$ cat config.mk
export PLATFORM = sky130hd
export DESIGN_NAME = chain_emitter
export DESIGN_NICKNAME = d
export VERILOG_FILES = /design/src/rtl/chain_emitter.sv
export SDC_FILE = /design/constraint.sdc
export NUM_CORES = 1
export LEC_CHECK = 0
export BUFFER_PORTS_ARGS = -buffer_cell sky130_fd_sc_hd__buf_2
export CORE_MARGIN = 10
export CORE_UTILIZATION = 29
export CTS_BUF_LIST = sky130_fd_sc_hd__clkbuf_16
export DETAILED_ROUTE_END_ITERATION = 12
export SLEW_MARGIN = 20
export SYNTH_ARGS = -nofsm -noshare
export SYNTH_HDL_FRONTEND = slang
export SYNTH_SLANG_ARGS = --single-unit
$ cat constraint.sdc
create_clock -name clk -period 2.9 [get_ports clk]
set_input_delay 0.58 -clock clk [delete_from_list [all_inputs] [get_ports clk]]
set_output_delay 0.58 -clock clk [all_outputs]
set_load 0.05 [all_outputs]
$ cat src/rtl/chain_emitter.sv
// chain_emitter: parallel-to-chain serializer.
// Accepts one CHAINS_OUT x CHAIN_DEPTH snapshot word over a valid/ready
// handshake and emits it as CHAINS_OUT lockstep serial chains, bit d=0 first,
// with cfirst/clast frame strobes. All outputs are registered.
// Optional feature: define CHAIN_EMITTER_PARITY_EN to append one even-parity
// beat per chain after the last data bit of every frame.
module chain_emitter #(
    parameter int CHAINS_OUT  = 3,
    parameter int CHAIN_DEPTH = 4
) (
    input  logic                             clk,
    input  logic                             rst,
    input  logic [CHAINS_OUT*CHAIN_DEPTH-1:0] din,
    input  logic                             din_valid,
    output logic                             din_ready,
    output logic [CHAINS_OUT-1:0]            cout,
    output logic                             cvalid,
    output logic                             cfirst,
    output logic                             clast,
    output logic                             busy
);

    localparam int IW = $clog2(CHAIN_DEPTH);
    localparam logic [IW-1:0] IDX_ZERO = IW'(0);
    localparam logic [IW-1:0] IDX_ONE  = IW'(1);
    localparam logic [IW-1:0] IDX_LAST = IW'(CHAIN_DEPTH - 1);

`ifdef CHAIN_EMITTER_PARITY_EN
    localparam logic PARITY_EN = 1'b1;
`else
    localparam logic PARITY_EN = 1'b0;
`endif

    typedef enum logic [1:0] {
        ST_IDLE   = 2'd0,
        ST_SHIFT  = 2'd1,
        ST_PARITY = 2'd2
    } state_t;

    // Even parity over one chain's bits.
    function automatic logic even_parity(input logic [CHAIN_DEPTH-1:0] bits);
        return ^bits;
    endfunction

    state_t state_r, state_n;
    logic [IW-1:0] idx_r, idx_n;
    logic load_s;
    logic xfer_s;

    // Per-chain views of the incoming word and of the holding register.
    logic [CHAINS_OUT-1:0][CHAIN_DEPTH-1:0] din_s;
    logic [CHAINS_OUT-1:0][CHAIN_DEPTH-1:0] din_shift_s;
    logic [CHAINS_OUT-1:0][CHAIN_DEPTH-1:0] sreg_r;
    logic [CHAINS_OUT-1:0][CHAIN_DEPTH-1:0] sreg_n;
    logic [CHAINS_OUT-1:0][CHAIN_DEPTH-1:0] sreg_shift_s;
    logic [CHAINS_OUT-1:0] din_col0_s;
    logic [CHAINS_OUT-1:0] sreg_col0_s;
    logic [CHAINS_OUT-1:0] din_par_s;
    logic [CHAINS_OUT-1:0] par_r, par_n;

    // Registered output copies and their next values.
    logic [CHAINS_OUT-1:0] cout_r, cout_n;
    logic cvalid_r, cvalid_n;
    logic cfirst_r, cfirst_n;
    logic clast_r, clast_n;
    logic ready_r, ready_n;
    logic busy_r, busy_n;

    assign din_s  = din;
    assign xfer_s = din_valid & ready_r;

    // The holding register keeps the not-yet-emitted bits of each chain,
    // right-aligned, so the next bit to emit is always bit 0.
    generate
        for (genvar g = 0; g < CHAINS_OUT; g++) begin : g_chain
            assign din_col0_s[g]   = din_s[g][0];
            assign din_shift_s[g]  = {1'b0, din_s[g][CHAIN_DEPTH-1:1]};
            assign sreg_col0_s[g]  = sreg_r[g][0];
            assign sreg_shift_s[g] = {1'b0, sreg_r[g][CHAIN_DEPTH-1:1]};
            assign din_par_s[g]    = even_parity(din_s[g]);
        end
    endgenerate

    // State register plus datapath and registered outputs; reset abandons any frame.
    always_ff @(posedge clk) begin
        if (rst) begin
            state_r  <= ST_IDLE;
            idx_r    <= IDX_ZERO;
            sreg_r   <= {(CHAINS_OUT*CHAIN_DEPTH){1'b0}};
            par_r    <= {CHAINS_OUT{1'b0}};
            cout_r   <= {CHAINS_OUT{1'b0}};
            cvalid_r <= 1'b0;
            cfirst_r <= 1'b0;
            clast_r  <= 1'b0;
            ready_r  <= 1'b0;
            busy_r   <= 1'b0;
        end else begin
            state_r  <= state_n;
            idx_r    <= idx_n;
            sreg_r   <= sreg_n;
            par_r    <= par_n;
            cout_r   <= cout_n;
            cvalid_r <= cvalid_n;
            cfirst_r <= cfirst_n;
            clast_r  <= clast_n;
            ready_r  <= ready_n;
            busy_r   <= busy_n;
        end
    end

    // Next-state logic: walk idx through the frame, optionally add a parity
    // beat, and restart immediately when a new word is taken on the final beat.
    always_comb begin
        state_n = state_r;
        idx_n   = idx_r;
        load_s  = 1'b0;
        case (state_r)
            ST_IDLE: begin
                if (xfer_s) begin
                    state_n = ST_SHIFT;
                    idx_n   = IDX_ZERO;
                    load_s  = 1'b1;
                end else begin
                    state_n = ST_IDLE;
                end
            end
            ST_SHIFT: begin
                if (idx_r != IDX_LAST) begin
                    idx_n = idx_r + IDX_ONE;
                end else if (PARITY_EN) begin
                    state_n = ST_PARITY;
                end else if (xfer_s) begin
                    state_n = ST_SHIFT;
                    idx_n   = IDX_ZERO;
                    load_s  = 1'b1;
                end else begin
                    state_n = ST_IDLE;
                    idx_n   = IDX_ZERO;
                end
            end
            ST_PARITY: begin
                if (xfer_s) begin
                    state_n = ST_SHIFT;
                    idx_n   = IDX_ZERO;
                    load_s  = 1'b1;
                end else begin
                    state_n = ST_IDLE;
                    idx_n   = IDX_ZERO;
                end
            end
            default: begin
                state_n = ST_IDLE;
                idx_n   = IDX_ZERO;
            end
        endcase
    end

    // Output logic: derive the values the outputs take in the next cycle
    // from the next state, so every port comes straight from a flop.
    always_comb begin
        cout_n   = {CHAINS_OUT{1'b0}};
        cvalid_n = 1'b0;
        cfirst_n = 1'b0;
        clast_n  = 1'b0;
        ready_n  = 1'b0;
        busy_n   = 1'b0;
        sreg_n   = sreg_r;
        par_n    = par_r;
        case (state_n)
            ST_IDLE: begin
                ready_n = 1'b1;
            end
            ST_SHIFT: begin
                cvalid_n = 1'b1;
                busy_n   = 1'b1;
                cfirst_n = (idx_n == IDX_ZERO);
                clast_n  = (!PARITY_EN) && (idx_n == IDX_LAST);
                ready_n  = (!PARITY_EN) && (idx_n == IDX_LAST);
                if (load_s) begin
                    cout_n = din_col0_s;
                    sreg_n = din_shift_s;
                    par_n  = din_par_s;
                end else begin
                    cout_n = sreg_col0_s;
                    sreg_n = sreg_shift_s;
                end
            end
            ST_PARITY: begin
                cout_n   = par_r;
                cvalid_n = 1'b1;
                clast_n  = 1'b1;
                ready_n  = 1'b1;
                busy_n   = 1'b1;
            end
            default: begin
                ready_n = 1'b0;
            end
        endcase
    end

    assign cout      = cout_r;
    assign cvalid    = cvalid_r;
    assign cfirst    = cfirst_r;
    assign clast     = clast_r;
    assign din_ready = ready_r;
    assign busy      = busy_r;

endmodule

Word-level counts from Yosys, hierarchy flattened:

Cells that the tools add are included.

* multiplexer cells: 15
* magnitude comparators: 0
* equality and inequality tests: 6
* multipliers: 0
* bitwise gates (word level): 2
* $add $sub $neg: 1
* shift-type cells: 0
* divide/modulo/power cells: 0
* reduce and logical (&&, ||, !) cells: 11

Operator list (count)
* parity 4 bit: 3
* two-way mux 11 bit: 1
* case mux 2 bit (2 select lines): 2
* OR reduction 2 bit: 4
* == test 2 bit (second input constant): 3
* zero test 2 bit: 3
* two-way mux 2 bit: 3
* case mux 1 bit (2 select lines): 3
* case mux 3 bit (2 select lines): 1
* == test 2 x 1 -> 1 bit (second input constant): 2
* two-way mux 1 bit: 4
* two-way mux 3 bit: 1
* adder 2 x 1 -> 2 bit (second input constant): 1
* != test 2 bit (second input constant): 1
* AND reduction 2 bit: 1
* bitwise AND 1 bit: 1
* NOT 1 bit: 1

* flip-flop bits (word level): 26
* logic and storage cells: 46
* latch bits: 0
* bits in read-only memories: 0
* memories kept: 0
* memory bits (writable): 0

Logic depth before layout (Yosys ltp):

Gate-level depths: netlist of run 1.

* depth after elaboration: 7
* depth in mapped cells: 8
* mapped depth without buffers: 8

Worst setup path before layout of run 1:

OpenSTA, ideal clock, no wires.

* path type: register -> register
* start: reg ready_r, in the netlist din_ready
* end: reg ready_r, in the netlist din_ready
* period minus slack after synthesis: 1.923 ns
* stages on the path, launching flop included: 7
* setup time: 0.059 ns
* data required time: 2.841 ns
* buffers on the path: 0
* arrival time: 1.864 ns
* setup slack: 0.977 ns
* cell sequence: dfxtp_1 > nand2_1 > a22o_2 > inv_1 > ha_1 > nor4b_1 > o31a_1

* word-level cells in the longest chain between the ends: 7
* elaborated cells between the ends (all ways): 12
* those cells by class: 3 x eq/ne; 6 x mux; 1 x bitwise; 2 x reduce/logical

Ends and longest elaborated chain
* start, declared: RTL line 66 `logic ready_r, ready_n;`
* start signal, assigned: RTL line 106 `ready_r <= ready_n;`
* bitwise AND 1 bit (*): RTL line 70 `assign xfer_s = din_valid & ready_r;`
* two-way mux 1 bit (*): RTL line 119, 132, 142
* two-way mux 2 bit: RTL line 128 `if (idx_r != IDX_LAST) begin`
* case mux 2 bit (2 select lines) (*): RTL line 117 `case (state_r)`
* via state_n[0]: RTL line 45 `state_t state_r, state_n;`
* == test 2 bit or zero test 2 bit (tied branches): RTL line 169 `case (state_n)`
* OR reduction 2 bit (no line)
* case mux 1 bit (2 select lines) (*): RTL line 169

Mark *: on every way through the listed nets, which the timed path passes. The rest lies on a longest branch.
A chain may end at the register's enable or synchronous reset.

Worst setup path after layout of run 1:

* start: reg idx_r[0]
* end: reg cout_r[2], in the netlist cout[2]

* word-level cells in the longest chain between the ends: 5
* elaborated cells between the ends (all ways): 9
* those cells by class: 3 x eq/ne; 6 x mux

Ends and longest elaborated chain
* start, declared: RTL line 46 `logic [IW-1:0] idx_r, idx_n;`
* start signal, assigned: RTL line 99 `idx_r <= idx_n;`
* != test 2 bit (*): RTL line 128
* two-way mux 2 bit (*): RTL line 128
* case mux 2 bit (2 select lines) (*): RTL line 117
* via state_n[0]: RTL line 45
* == test 2 bit or == test 2 x 1 -> 1 bit (tied branches): RTL line 169
* case mux 3 bit (2 select lines) (*): RTL line 169
* end signal, assigned: RTL line 91 `cout_r <= {CHAINS_OUT{1'b0}};`
* end signal, assigned: RTL line 102 `cout_r <= cout_n;`
* end, declared: RTL line 62 `logic [CHAINS_OUT-1:0] cout_r, cout_n;`

Marks and branches as above.

==> flow_summary.ini, run 1 <==
[run_status]
status = finished clean

[hold_path]
min_path_cells = 2
hold_path.class = register to register

[setup_path]
critPathKind = register to register
critical_path.endpoint_type = register
cp-start-kind = register
reg2reg_depth = 7
worst-r2r-setup-slack_ps = 770
worstPathArrival_ps = 2310
cp.required_ps = 3080
path_max_fanout = 20

[die]
rows = 22
die_w_um = 81.5
die_area_um2 = 6640
ioPinCount = 23
core_area_um2 = 3660
start_util_pct = 29.9
die_h_um = 81.5

[sta]
hold_violations = 0
tightest_slew_ps = 628
grt_setup_unrepaired = false
relSlewSlack_pct = 58.1
setup_tns_ps = 0
finalClockSkew_ps = 2.90
setup_viol = 0
whs_ps = 472
period_minus_slack_ps = 2130
finalCritPeriodShare_pct = 73.3
final-max-slew-violation-count = 0
max_freq_mhz = 470

[layout]
diodes = 0
multi_input_comb_area_um2 = 593
nets = 157
layout-drive-gt1-share_pct = 22.2
final_cells = 183
nFillCells = 382
syn_to_final_growth_pct = 20.0
regArea_um2 = 460

[clock_tree]
clock-sinks = 23
cts_tree = built
clk_latency_ps = 260
cts_hold_buf = 0
cts_inserted_buffers = 3
h-tree-depth = 1
cts.clk_slew.worst_paths_ps = 60
cts_setup_buffers = 0
clockRootBuffer = clkbuf_16
cts_resized = 0
cts_buffer_depth = 2

[synth]
syn-mean-instance-area_um2 = 9.87
synth_cells = 111
synth_sequential_area_ratio_pct = 42.0
synth_warnings = 0
ys_ff_latch = 23
netlist_area_um2 = 1100
yosys.cell_types.count = 30

[routing]
post_drt_via_cell_ratio = 4.59
via_count = 840
detail-route-antenna-nets = 0
post_drt_wl_per_cell_um = 12.4
drt_iter0_markers = 33
totalWireLength_um = 2270
drt-pass1-iter-count = 4
drcViolationCount = 0

[grt]
grt_max_degree = 21
grt_pass1_vias = 871
top_usage_layer = met2
grt.overflow.total = 0
grt_pass1_wl_um = 3750
track_usage_pct = 7.34
grtUsageMet1_pct = 7.72
antenna_found_initial = 0
grt_util_met2_pct = 11.6
met3_usage_pct = 2.51

[placement]
io_buffers = 22
place.gp.congestion = 0.670
numPlacedInstances = 179
dp_hpwl_um = 1740

[power_and_ir_drop]
total_leakage_power_nw = 0.519
irDropWorstVdd_mv = 0.184
powerDensity_nw_per_um2 = 590
power_uw = 775

[run]
drv_cap = 0
-- registers in the layout, indices dropped and copies added (netlist names) --
| register | flops |
|---|---|
| idx_r | 2 |
| din_ready | 1 |
| cfirst | 1 |
| busy | 1 |
| clast | 1 |
| sreg_col0_s | 3 |
| cout | 3 |
| state_r | 2 |
| par_r | 3 |
| sreg_r | 6 |
-- placed cells by master, fill, tap and decap left out, types with 2 or more instances in the layout --
master and count:
a21oi_1 7, nand3_1 3, dfxtp_1 23, conb_1 6, xnor2_1 9, ha_1 6
buf_2 22, nand2_1 5, a311oi_1 3, o21ai_0 3, nor3_1 2, mux2i_1 9
nor2_1 8, nor2b_1 3, nand2b_1 4, a211oi_1 6, clkbuf_16 3
-- synth_stat cells --
cell type | n | area, um^2
buf_4 | 1 | 7.51
o21ai_0 | 3 | 15.0
nor3b_1 | 1 | 7.51
ha_1 | 6 | 75.1
a22o_2 | 1 | 10.0
conb_1 | 2 | 7.51
nor4b_1 | 1 | 8.76
nand2b_4 | 1 | 13.8
clkbuf_1 | 4 | 15.0
and2_1 | 1 | 6.26
o31a_1 | 1 | 8.76
inv_1 | 1 | 3.75
a21oi_1 | 7 | 35.0
nand2_1 | 5 | 18.8
a21oi_2 | 1 | 8.76
nor2b_1 | 3 | 18.8
mux2i_1 | 9 | 90.1
nor2_1 | 8 | 30.0
o21a_1 | 1 | 7.51
buf_6 | 1 | 11.3
a211oi_1 | 6 | 45.0
nor3_1 | 2 | 10.0
a311oi_1 | 3 | 26.3
a2bb2oi_1 | 1 | 8.76
nand2b_1 | 4 | 25.0
dfxtp_1 | 23 | 460
a22oi_1 | 1 | 7.51
buf_12 | 1 | 20.0
nand3_1 | 3 | 15.0
xnor2_1 | 9 | 78.8
-- per-stage QoR --
step	area [um^2]	setup WS (ps)	utilization, %
after global routing	1320	577	35.9
after global placement	1230	839	33.7
after floorplan	1110	977	-
after detailed placement	1230	756	33.7
final	1320	773	35.9
after CTS	1320	777	35.9
-- cells by family after synthesis --
group	Yosys count	share of synthesized area [%]
buffers and inverters	8	5.25
adder cells (fa/ha/maj)	6	6.85
other	2	0.685
XOR/XNOR	9	7.19
AO/OA/AOI/OAI	25	15.8
multiplexers	9	8.22
AND/OR/NAND/NOR	29	14.0
flip-flops	23	42.0
-- power by group --
part / total [mW] / internal, mW / switching (mW)
logic: 0.131 / 0.0509 / 0.0801
registers: 0.340 / 0.332 / 0.00889
clock network: 0.304 / 0.186 / 0.118
total: 0.775 / 0.568 / 0.207
-- per-layer routing --
layer	up-vias	wire length, um
li1	432	-
met1	387	973
met2	16	1060
met3	5	157
met4	0	79
met5	-	0
-- critical path: stages, from the launching register on --
cell and delay (ps):
dfxtp_1 320, ha_1 230, nand2b_1 170, a22o_2 270
inv_1 120, ha_1 570, nand2_1 150, o21ai_0 210
-- path summary, 6_finish.rpt --
kind,startpoint,to
worst max-delay path,idx_r[0]$_SDFF_PP0_,cout[2]$_SDFF_PP0_
worst min register to register,sreg_r[2]$_SDFFE_PP0N_,sreg_r[2]$_SDFFE_PP0N_
worst min-delay path,sreg_r[2]$_SDFFE_PP0N_,sreg_r[2]$_SDFFE_PP0N_
worst max register to register,idx_r[0]$_SDFF_PP0_,cout[2]$_SDFF_PP0_
-- layout make-up --
| type | count | area share [%] |
|---|---|---|
| Tap cell | 48 | 4.57 |
| Clock inverter | 1 | 0.381 |
| Timing Repair Buffer | 23 | 8.94 |
| Multi-Input combinational cell | 84 | 45.1 |
| Sequential cell | 23 | 35.0 |
| Clock buffer | 3 | 5.71 |
| Inverter | 1 | 0.285 |
Note: power is estimated with default switching activity, not from simulation.
==> run 2, diff against run 1 <==
==> constraint.sdc (replaced) <==
create_clock -name clk -period 1.8 [get_ports clk]
set_input_delay 0.36 -clock clk [delete_from_list [all_inputs] [get_ports clk]]
set_output_delay 0.36 -clock clk [all_outputs]
set_load 0.05 [all_outputs]
==> run 2 against run 1 <==
Net effect:
- non-clock buffer count is 6 higher
- clock power grew 57%
- wire length increased by 9.4%
- power increased by 64%
- final cell count rose by 3.3%
==> flow_summary.ini, run 2 (synthesis results as in run 1) <==
[sta]
hold_violations = 0
grt_setup_unrepaired = true
final-max-slew-violation-count = 0
max_freq_mhz = 588
setup_viol = 0
finalClockSkew_ps = 1.39
finalCritPeriodShare_pct = 94.5
period_minus_slack_ps = 1700
worst_slack_ps = 98.9

[die]
start_util_pct = 29.9
core_area_um2 = 3660
die_w_um = 81.5
die_area_um2 = 6640
ioPinCount = 23
die_h_um = 81.5
rows = 22

[power_and_ir_drop]
power.switching_uw = 337
seq_power_share_pct = 43.2
p_clk_share_pct = 37.3
swShare_pct = 26.4
powerDensity_nw_per_um2 = 896
p_comb_share_pct = 19.5
power_mw = 1.28
internal-power_uw = 938
total_leakage_power_nw = 0.554
irDropWorstVdd_mv = 0.297

[routing]
detail-route-antenna-nets = 0
drcViolationCount = 0
wl_met3_um = 128
totalWireLength_um = 2480
wl_met2_um = 1320
top_layer = met4
via_count = 858
post_drt_via_cell_ratio = 4.54
drt_iter0_markers = 45
wl_met1_um = 937
drt-pass1-iter-count = 4
post_drt_wl_per_cell_um = 13.1

[hold_path]
hold_path.class = primary input to register
min_path_cells = 3
hold_start = din[11]
hold_end = sreg_r[10]$_SDFFE_PP0N_

[clock_tree]
cts_inserted_buffers = 3
clock-sinks = 23
cts_buffer_depth = 2
cts_tree = built
clk_latency_ps = 250
h-tree-depth = 1
clockRootBuffer = clkbuf_16
cts.clk_slew.worst_paths_ps = 60

[setup_path]
cp-start-kind = register
cp.required_ps = 1960
worst-r2r-setup-slack_ps = 100
path_max_fanout = 17
reg2reg_from = idx_r[0]$_SDFF_PP0_
worstPathArrival_ps = 1870
critical_path.endpoint_type = register
critPathKind = register to register
r2r_end = sreg_r[1]$_SDFFE_PP0N_
reg2reg_depth = 8

[layout]
fin_util_pct = 38.9
layout-drive-gt1-share_pct = 31.2
diodes = 0
nFillCells = 384
nets = 163
final_cell_mix = dfxtp_1, buf_2, mux2i_1, xnor2_1, nor2_1
largest_reg_flops = 6
syn_to_final_growth_pct = 29.9
largest_register = sreg_r

[placement]
preCtsSetupSlack_ps = -52.8
dp_hpwl_um = 1850
place.gp.congestion = 0.718
io_buffers = 22

[grt]
grt_pass1_vias = 910
antenna_found_initial = 0
grt.overflow.total = 0
grt_max_degree = 19
grt_pass1_wl_um = 3920
track_usage_pct = 7.58

[run]
drv_cap = 0

[run_status]
status = finished clean
-- run 2: critical path: stages, from the launching register on --
cell	delay (ps)
dfxtp_1	320
ha_1	210
nand2b_4	150
a22o_4	250
inv_4	80
ha_2	210
buf_12	140
nor2_1	40
a211oi_1	210
-- run 2: cell type report --
cell class | count | area (um^2) | area share, %
clock buffers | 3 | 75.1 | 5.27
inverters | 1 | 6.26 | 0.439
flip-flops and latches | 23 | 462 | 32.4
well taps | 48 | 60.1 | 4.22
multi-input cells | 84 | 637 | 44.7
clock inverters | 1 | 5.00 | 0.351
repair buffers | 29 | 179 | 12.6
-- run 2: repair_timing --
item                                    4_1_cts  5_1_grt
resized for setup                             2        9
endpoints found under the setup margin        5       17
hold buffers                                  0        0
buffers inserted                              0        0
gates cloned                                  0        0
pin swaps                                     1        2
-- run 2: metrics by stage --
stage | instances | cell area (um^2) | setup TNS [ps] | hold WS (ps)
CTS | 189 | 1380 | 0 | 391
floorplan | 115 | 1110 | 0 | 446
detailed placement | 185 | 1290 | -94.9 | 473
global route | 189 | 1420 | -31.2 | 404
global placement | 185 | 1290 | 0 | 455
finish | 189 | 1420 | 0 | 394
-- run 2: power groups by stage --
stage	logic [mW]	registers [mW]	clock network (mW)
final	0.249	0.551	0.476
after global routing	0.271	0.554	0.518
after CTS	0.234	0.549	0.491
after detailed placement	0.231	0.560	0
after global placement	0.226	0.559	0
after floorplan	0.140	0.588	0
-- run 2: how the worst max path moves through the flow --
stage                   startpoint                      to  slack [ps]
6_report       idx_r[0]$_SDFF_PP0_  sreg_r[1]$_SDFFE_PP0N_         100
5_1_grt        idx_r[0]$_SDFF_PP0_      cout[0]$_SDFF_PP0_         -10
4_1_cts        idx_r[0]$_SDFF_PP0_  sreg_r[1]$_SDFFE_PP0N_           8
3_5_place_dp   idx_r[0]$_SDFF_PP0_    din_ready$_SDFF_PP0_         -50
3_3_place_gp   idx_r[0]$_SDFF_PP0_        clast$_SDFF_PP0_         100
2_1_floorplan  idx_r[0]$_SDFF_PP0_    din_ready$_SDFF_PP0_           9
-- run 2: metal layers --
metal | global-route usage (%) | up-vias
li1 | - | 442
met1 | 7.34 | 393
met2 | 13.6 | 17
met3 | 1.86 | 6
met4 | 5.88 | 0
met5 | 0 | -
==> run 3, diff against run 2 <==
--- a/config.mk
+++ b/config.mk
@@ -5,11 +5,13 @@
 export SDC_FILE = /design/constraint.sdc
 export NUM_CORES = 1
 export LEC_CHECK = 0
+export ABC_AREA = 1
 export BUFFER_PORTS_ARGS = -buffer_cell sky130_fd_sc_hd__buf_2
 export CORE_MARGIN = 10
 export CORE_UTILIZATION = 29
 export CTS_BUF_LIST = sky130_fd_sc_hd__clkbuf_16
 export DETAILED_ROUTE_END_ITERATION = 12
+export MAX_ROUTING_LAYER = met4
 export SLEW_MARGIN = 20
 export SYNTH_ARGS = -nofsm -noshare
 export SYNTH_HDL_FRONTEND = slang
==> run 3 against run 2 <==
Net effect:
- final cell count is 38% higher
- sequential share of layout area is 3.2 points lower
- synthesized cell count rose by 61%
- core utilization down 2.4 points
- combinational power decreased by 8.8%
- critical path type unchanged
- non-clock buffer count is 2 lower
- sequential power shrank 1%
- clock power up 2%
- setup slack better by 17 ps
==> flow_summary.ini, run 3 <==
[power_and_ir_drop]
powerDensity_nw_per_um2 = 796
total_leakage_power_nw = 0.747
seq_power_share_pct = 43.3
p_clk_share_pct = 38.5
p_comb_share_pct = 18.1
irDropWorstVdd_mv = 0.327
power_mw = 1.25
swShare_pct = 27.4
power.switching_uw = 343
internal-power_uw = 911

[synth]
ys_ff_latch = 23
synth_top_cell_by_area = dfxtp_1
ys_top_cells_by_area = dfxtp_1, nand2_1, inv_1
yosys-top-cells-count = nand2_1, dfxtp_1, inv_1
synth_edf_count = 0
syn-mean-instance-area_um2 = 7.20
synth_warnings = 0
yosys.cell_types.count = 27
ys.flop_type = dfxtp_1
yosysMostFrequentCell = nand2_1
netlist_area_um2 = 1290
synth_top_area_share_pct = 35.7
async_flop_share_pct = 0
synth_sequential_area_ratio_pct = 35.7
synth_cells = 179

[grt]
track_usage_pct = 7.53
grt_max_degree = 14
antenna_found_initial = 0
grt_pass1_vias = 1058
grt.overflow.total = 0
grt_pass1_wl_um = 4500

[die]
die_area_um2 = 7510
start_util_pct = 29.8
core_area_um2 = 4320
die_w_um = 86.7
ioPinCount = 23
rows = 24
die_h_um = 86.7

[routing]
post_drt_via_cell_ratio = 4.28
drt-pass1-iter-count = 4
drcViolationCount = 0
totalWireLength_um = 2650
via_count = 1117
drt_iter0_markers = 38
post_drt_wl_per_cell_um = 10.2
detail-route-antenna-nets = 0

[sta]
final-max-slew-violation-count = 0
hold_violations = 0
period_minus_slack_ps = 1680
setup_viol = 0
worst_slack_ps = 116
finalCritPeriodShare_pct = 93.6
max_freq_mhz = 594
grt_setup_unrepaired = true
finalClockSkew_ps = 3.87

[setup_path]
worstPathArrival_ps = 1840
cp.required_ps = 1950
path_cells = ha_1 > inv_1 > nand2_2 > or2_1 > nand2_2 > ha_2 > inv_1 > nor2_4 > nand3_1 > nand2_1 > nor2_1
cpPeakStageDelay_ps = 320
path_delay_family = simple AND/OR/NAND/NOR gates
critPathKind = register to register
cp.depth = 11
cp-start-kind = register
crit_buf_inv = 2
worst-r2r-setup-slack_ps = 120
critical_path.endpoint_type = register
path_max_fanout = 5
crit_slowest_cell = dfxtp_1
reg2reg_depth = 11

[clock_tree]
cts_hold_buf = 0
clk_latency_ps = 260
cts_inserted_buffers = 3
cts_tree = built
clockRootBuffer = clkbuf_16
h-tree-depth = 1
cts.clk_slew.worst_paths_ps = 60
clock-sinks = 23
cts_buffer_depth = 2

[run_status]
status = finished clean

[placement]
numPlacedInstances = 256
dp_hpwl_um = 2090
io_buffers = 22
preCtsSetupSlack_ps = 1.83
place.gp.congestion = 0.779

[layout]
nets = 231
layout-drive-gt1-share_pct = 27.8
final_cells = 261
final_cell_mix = nand2_1, inv_1, dfxtp_1, buf_2, nor2_1
fin_util_pct = 36.5
syn_to_final_growth_pct = 22.3
diodes = 0
largest_register = sreg_r
largest_reg_flops = 6
layout_commonest_cell = nand2_1

[hold_path]
hold_path.class = primary input to register
min_path_cells = 3

[run]
drv_cap = 0
-- run 3: cell count changes after synthesis, sizes merged, moves of 4 or more --
cell	before	now
nand2	5	51
inv	1	25
nand3	3	14
nor2	8	19
mux2i	9	0
a211oi	6	0
a21oi	8	14
nand2b	5	0
xnor2	9	5
xor2	0	4
-- run 3: cells by family (layout without fill, tap and decap cells) --
kind of cell / after synthesis / after routing / synth area share (%)
compound gates: 19 / 19 / 7.96
simple gates: 90 / 90 / 33.1
other cells: 2 / 6 / 0.583
xor+xnor: 9 / 9 / 6.12
flops: 23 / 23 / 35.7
fa+ha+maj: 6 / 6 / 5.83
buf+inv: 30 / 56 / 10.7
-- run 3: per-layer routing --
layer / vias up / wire length, um / track usage (%)
li1: 608 / - / -
met1: 486 / 1350 / 8.86
met2: 20 / 1130 / 11.4
met3: 3 / 145 / 2.63
met4: 0 / 21 / 3.09
met5: - / 0 / -
-- run 3: path summary, 6_finish.rpt --
kind / start / endpoint
hold reg to reg: par_r[1]$_SDFFE_PP0P_ / par_r[1]$_SDFFE_PP0P_
hold / removal: din[11] / sreg_r[10]$_SDFFE_PP0N_
setup / recovery: idx_r[0]$_SDFF_PP0_ / par_r[2]$_SDFFE_PP0P_
setup reg to reg: idx_r[0]$_SDFF_PP0_ / par_r[2]$_SDFFE_PP0P_
-- run 3: metrics by stage --
| step | setup TNS (ps) | hold WS [ps] | cell area, um^2 |
|---|---|---|---|
| floorplan | 0 | 447 | 1300 |
| global route | -164 | 399 | 1580 |
| CTS | 0 | 384 | 1550 |
| finish | 0 | 382 | 1580 |
| detailed placement | 0 | 461 | 1470 |
| global placement | 0 | 462 | 1470 |
-- run 3: worst min-delay path, cell delays in order --
cell	delay [ps]
buf_2	120
nand2_1	60
a21oi_1	50
-- run 3: repair_timing --
item,4_1_cts,5_1_grt
resized for setup,1,6
endpoints found under the setup margin,1,16
pin swaps,0,2
buffers inserted,0,1
-- run 3: area by class of cell --
type	instances	area [um^2]
Multi-Input combinational cell	130	729
Timing Repair Buffer	27	148
Clock buffer	3	75.1
Tap cell	52	65.1
Clock inverter	1	5.00
Fill cell	487	2750
Inverter	25	93.8
Sequential cell	23	460
-- run 3: power groups by stage --
stage               combinational, mW  clock, mW  sequential (mW)
detailed placement              0.219          0            0.555
global placement                0.219          0            0.555
CTS                             0.221      0.497            0.544
finish                          0.227      0.484            0.544
global route                    0.258      0.514            0.546
floorplan                       0.142          0            0.579
